--- src/rtl/fifo_arb_pkg.sv ---
// Shared types and default sizing for the FIFO write arbiter.
// Imported by the arbiter top and the round-robin picker.
package fifo_arb_pkg;

    localparam int cDefBits   = 8;
    localparam int cDefN      = 4;
    localparam int cDefMaxLen = 16;

    typedef enum logic {
        sIdle = 1'b0,
        sXfer = 1'b1
    } arbState_t;

endpackage

--- src/rtl/rr_picker.sv ---
// Combinational round-robin picker: first set request after lastOwner, with wrap.
// Output is one-hot, all-zero when nothing requests.
module rr_picker
    import fifo_arb_pkg::*;
#(
    parameter int pN = cDefN
) (
    input  logic [pN-1:0]         req,
    input  logic [$clog2(pN)-1:0] lastOwner,
    output logic [pN-1:0]         winner
);

    localparam int cIW = $clog2(pN);

    logic           found;
    logic [cIW:0]   sum;
    logic [cIW-1:0] idx;

    always_comb begin
        winner = '0;
        found  = 1'b0;
        sum    = '0;
        idx    = '0;
        for (int i = 1; i <= pN; i++) begin
            sum = {1'b0, lastOwner} + (cIW+1)'(i);
            if (sum >= (cIW+1)'(pN)) begin
                sum = sum - (cIW+1)'(pN);
            end
            idx = sum[cIW-1:0];
            if (!found && req[idx]) begin
                winner[idx] = 1'b1;
                found       = 1'b1;
            end
        end
    end

endmodule

--- src/rtl/fifo_wr_arbiter.sv ---
// Packet-granular round-robin arbiter feeding one downstream FIFO write port.
// A grant holds until the owner's last beat or the beat limit is reached.
module fifo_wr_arbiter
    import fifo_arb_pkg::*;
#(
    parameter int pBITS    = cDefBits,
    parameter int pN       = cDefN,
    parameter int pMAX_LEN = cDefMaxLen
) (
    input  logic                iclk,
    input  logic                ireset,
    input  logic [pN-1:0]       ireq,
    input  logic [pN-1:0]       ivalid,
    input  logic [pN-1:0]       ilast,
    input  logic [pN*pBITS-1:0] iw_data,
    output logic [pN-1:0]       oready,
    input  logic                ifull,
    output logic                owr,
    output logic [pBITS-1:0]    ow_data,
    output logic [pN-1:0]       ogrant,
    output logic                oerr
);

    localparam int cIW = $clog2(pN);
    localparam int cCW = $clog2(pMAX_LEN + 1);
    localparam logic [cCW-1:0] cLastCnt = cCW'(pMAX_LEN - 1);

    arbState_t      state;
    arbState_t      stateNext;
    logic [pN-1:0]  grant;
    logic [pN-1:0]  grantNext;
    logic [pN-1:0]  pick;
    logic [cIW-1:0] lastOwner;
    logic [cIW-1:0] lastOwnerNext;
    logic [cIW-1:0] ownerIdx;
    logic [cCW-1:0] count;
    logic [cCW-1:0] countNext;
    logic           err;
    logic           errNext;
    logic           accept;

    rr_picker #(.pN(pN)) uPicker (
        .req       (ireq),
        .lastOwner (lastOwner),
        .winner    (pick)
    );

    always_comb begin
        ownerIdx = '0;
        for (int i = 0; i < pN; i++) begin
            if (grant[i]) begin
                ownerIdx = cIW'(i);
            end
        end
    end

    always_ff @(posedge iclk or posedge ireset) begin
        if (ireset) begin
            state     <= sIdle;
            grant     <= '0;
            lastOwner <= cIW'(pN - 1);
            count     <= '0;
            err       <= 1'b0;
        end else begin
            state     <= stateNext;
            grant     <= grantNext;
            lastOwner <= lastOwnerNext;
            count     <= countNext;
            err       <= errNext;
        end
    end

    always_comb begin
        stateNext     = state;
        grantNext     = grant;
        lastOwnerNext = lastOwner;
        countNext     = count;
        errNext       = 1'b0;
        accept        = 1'b0;
        unique case (state)
            sIdle: begin
                if (|ireq) begin
                    grantNext = pick;
                    countNext = '0;
                    stateNext = sXfer;
                end
            end
            sXfer: begin
                accept = ivalid[ownerIdx] && !ifull;
                if (accept) begin
                    countNext = count + 1'b1;
                    // Limit release is flagged only when no ilast came with it
                    if (ilast[ownerIdx] || count == cLastCnt) begin
                        stateNext     = sIdle;
                        grantNext     = '0;
                        lastOwnerNext = ownerIdx;
                        errNext       = !ilast[ownerIdx];
                    end
                end
            end
            default: begin
                stateNext = sIdle;
                grantNext = '0;
            end
        endcase
    end

    assign owr     = accept;
    assign oready  = accept ? grant : '0;
    assign ow_data = (state == sXfer) ?
                     iw_data[ownerIdx*pBITS +: pBITS] : '0;
    assign ogrant  = grant;
    assign oerr    = err;

endmodule

--- config.mk ---
export PLATFORM = sky130hd
export DESIGN_NAME = fifo_wr_arbiter
export DESIGN_NICKNAME = d
export VERILOG_FILES = /design/src/rtl/fifo_arb_pkg.sv /design/src/rtl/rr_picker.sv /design/src/rtl/fifo_wr_arbiter.sv
export SDC_FILE = /design/constraint.sdc
export NUM_CORES = 1
export LEC_CHECK = 0
export CAP_MARGIN = 20
export CORE_MARGIN = 2
export CORE_UTILIZATION = 37
export CTS_BUF_LIST = sky130_fd_sc_hd__clkbuf_4 sky130_fd_sc_hd__clkbuf_8 sky130_fd_sc_hd__clkbuf_16
export DETAILED_ROUTE_END_ITERATION = 7
export PLACE_DENSITY = 0.81
export SLEW_MARGIN = 20
export SYNTH_ARGS = -nofsm -noshare
export SYNTH_HDL_FRONTEND = slang
export SYNTH_SLANG_ARGS = --single-unit
--- constraint.sdc ---
create_clock -name iclk -period 2.54 [get_ports iclk]
set_clock_uncertainty 0.1 [all_clocks]
set_input_delay 0.254 -clock iclk [delete_from_list [all_inputs] [get_ports iclk]]
set_output_delay 0.254 -clock iclk [all_outputs]
set_load 0.02 [all_outputs]
==> results.md <==
- Worst setup path class: reg -> reg
- Largest stage delay on the critical path: 0.55 ns
- Maximum number of pins on one net before global-route repair: 23
- Post-synth EDFFs: 0
- Initial antenna violation count: 0
- Crit path launch type: flip-flop
- DIE HEIGHT: 64.91 µm
- Actual transition at the worst max-transition pin: 0.5032 ns
- Count of mapped cells out of synthesis: 165
- Outcome: finished clean
- Filler Cells Inserted: between 300 and 400
- Final Hold Violating Endpoints: 0
- Peak Freq: 409.8 MHz
- Die area: 4213 µm²
- Iter 0 DRT Violations: 46
- Register area share after synthesis: 23.88%
- HPWL Detailed: 3119 µm
- CTS Hold Bufs: 0
- Number of detailed-route iterations in the first pass: 4
- Maximum count of clock buffers along a single path: 2
- Vias after detailed routing: 1490
- Most frequent cells after synthesis: sky130_fd_sc_hd__nand2_1 (26), sky130_fd_sc_hd__mux2i_1 (13), sky130_fd_sc_hd__o21ai_0 (12)
- Aggregate global-route resource usage: ~18%
- DRC viols: 0
- Row count: 22
- Antenna Diode Count: 0
- Area fraction of the dominant cell type after synthesis: 20.05%
- Maximum fanout along the worst path: 5
- Post-CTS clock slew at the launch and capture registers of the worst setup and hold paths: 0.06 ns
- Final setup violation count: 0
- Setup total negative slack: 0 ns
- Post-synthesis async set-or-reset flop share: 100.0%
- Maximum vdd drop: 0.0004419 V
- Share of final-layout standard cells stronger than drive strength 1: 16.39%
- Max Transition Viols Final: 0
- Syn-to-layout area delta: 63.45%
- Starting density of the core: 38.06%
- Maximum level of the CTS H-tree: 1
- Endpoint required time on the critical path: 2.60 ns
- DP Worst Slack: roughly 0.11 ns
- Via-per-instance ratio: 5.103
- Synth top area cells: sky130_fd_sc_hd__dfrtp_1 (20%), sky130_fd_sc_hd__mux2i_1 (9.5%), sky130_fd_sc_hd__ha_1 (9.1%)
- Post-synthesis cell area: 1373 µm²
- Category of cells accounting for the largest share of critical-path delay: compound AO/OA/AOI/OAI gates
- Power per cell area: 896.9 nW/µm²
- Aggregate routed wire length: between 3000 and 4000 µm
- CTS tree: built
- CP max-delay cell: sky130_fd_sc_hd__dfstp_2
- Source-to-sink clock delay at the later pin of the worst-skew pair: 0.25 ns
- Count of different cell masters after synthesis: 41
- Number of max-capacitance violations reported: 0
- Synthesis-stage register bit count: 13
- Final setup slack of the worst path: 0.09997 ns
- GRT overflow: 0
- Horizontal extent of the die: 64.91 µm
- Number of global-route vias before repair: 1375
- Per-instance average area after synthesis: about 8.3 µm²
- Static Leak: between 0.9 and 1 nW
- Number of buffers and inverters on the critical path: 1
- Hold Path Class: in -> async
- Global-route wire length before repair: about 6300 µm
- Crit path DAT: 2.50 ns
- Area of the placeable core: approximately 3600 µm²
- Routed len/inst: 13.13 µm
- Count of input and output buffers: 64
- Clock period minus final worst setup slack: between 2 and 2.5 ns
- Num Clock Sinks: 13
- Gpl congestion: 0.9081
- Post-synthesis net count: 222
- Number of I/O pins: 65
- Yosys top cell by area: sky130_fd_sc_hd__dfrtp_1
- Headroom to the max-slew limit: 66.42%
- Number of buffers added by the clock tree synthesis step: 3
- Critical Path Sink Type: flip-flop
- Root Buffer Master: sky130_fd_sc_hd__clkbuf_8
- Count of yosys warnings during synthesis: 0
- Most frequent cell after synthesis: sky130_fd_sc_hd__nand2_1
- Share of the clock period used by the worst path after layout: 96.06%
- Critical path, cell by cell: inv_2 -> ha_4 -> mux4_2 -> or3_4 -> a2111oi_4 -> a22oi_1 -> o211ai_1
- Count of antenna-violating nets left after detailed routing: 0
- Total Nets Final: slightly above 300
- Top_reg_cell synth: sky130_fd_sc_hd__dfrtp_1
-- path summary, 6_finish.rpt --
kind	from	end	slack, ns	cells past startpoint
min in group iclk	count[2]	count[2]	0.39	1
setup / recovery	lastOwner[0]	ogrant[2]	0.1	7
hold reg to reg	count[2]	count[2]	0.39	1
max in group asynchronous	ireset	ogrant[3]	1.74	2
setup reg to reg	lastOwner[0]	ogrant[2]	0.1	7
hold / removal	ireset	count[1]	0.24	2
-- where the power goes --
group / internal, W / switching, W / total, W
registers: 0.000292 / 0.0000759 / 0.000368
logic: 0.000708 / 0.000736 / 0.00144
clock network: 0.000122 / 0.0000786 / 0.000200
total: 0.00112 / 0.000891 / 0.00201
-- kinds of logic after synthesis --
logic type,synth area share [%]
buffers and inverters,4.649
and+or+nand+nor,23.88
DFF,23.88
adders and majority gates,9.116
muxes,14.68
AOI/OAI and AO/OA,23.15
xor gates and xnor gates,0.6382
-- flip-flops by register name, indices dropped and copies added, names as in the netlist --
signal / flops
count: 5
lastOwner: 2
oerr: 1
ogrant: 4
state: 1
-- layout make-up --
| class | instances | area [µm²] | area share [%] |
|---|---|---|---|
| tap | 48 | 60.06 | 2.677 |
| multi-input combinational | 137 | 996.0 | 44.39 |
| inverter | 8 | 32.53 | 1.450 |
| timing repair buffer | 82 | 775.7 | 34.58 |
| clock buffer | 4 | 48.80 | 2.175 |
| sequential | 13 | 330.3 | 14.72 |
-- cell usage in the layout, fill, tap and decap left out, drive strengths merged --
cell and n:
clkdlybuf4s50 64, nand2 27, buf 18, o21ai 15
mux2i 13, dfrtp 11, ha 10, a21oi 9
nand3 8, nand2b 8, inv 8, nor2 7
o211ai 5, o21a 4, a22oi 4, and3 4
clkbuf 4, and2 3, a2111oi 2, nor2b 2
nor3 2, dfstp 2, mux2 2, mux4 2
nor3b 1, nor4 1, or2 1, and3b 1
a221o 1, or3 1, a2bb2oi 1, a221oi 1
a21boi 1, xor2 1
-- per-layer routing --
metal / track usage (%) / vias up / wire (µm)
met1: 23.33 / 686 / 1679
met3: 2.951 / 9 / 230
met4: 3.989 / 0 / 53
met2: 32.86 / 45 / 1871
met5: 0 / - / 0
li1: - / 750 / -
-- metrics by stage --
step	std cells	area [µm²]	utilization, %	power (W)	hold WS (ns)
final	292	2243	62.21	0.002012	0.2394
after global routing	292	2243	62.21	0.002171	0.3053
after CTS	289	2202	61.07	0.001955	0.2603
after detailed placement	285	2152	59.68	0.001749	0.3825
after global placement	285	2152	59.68	0.001723	0.3689
after floorplan	165	1373	-	0.001211	0.02953
-- what timing repair did --
action                     in CTS  in global routing
setup endpoints to repair       2                  6
buffers inserted                0                  3
pin swaps                       0                  5
resized for setup               1                  6
-- worst register-to-register path, delay by kind of cell (launching register included) --
kind            cells  cell delay [ns]
compound gates      3             0.66
fa+ha+maj           1             0.27
buf+inv             1             0.05
flops               1             0.55
mux                 1             0.30
simple gates        1             0.42
No activity file was read; power rests on OpenSTA's default activity.
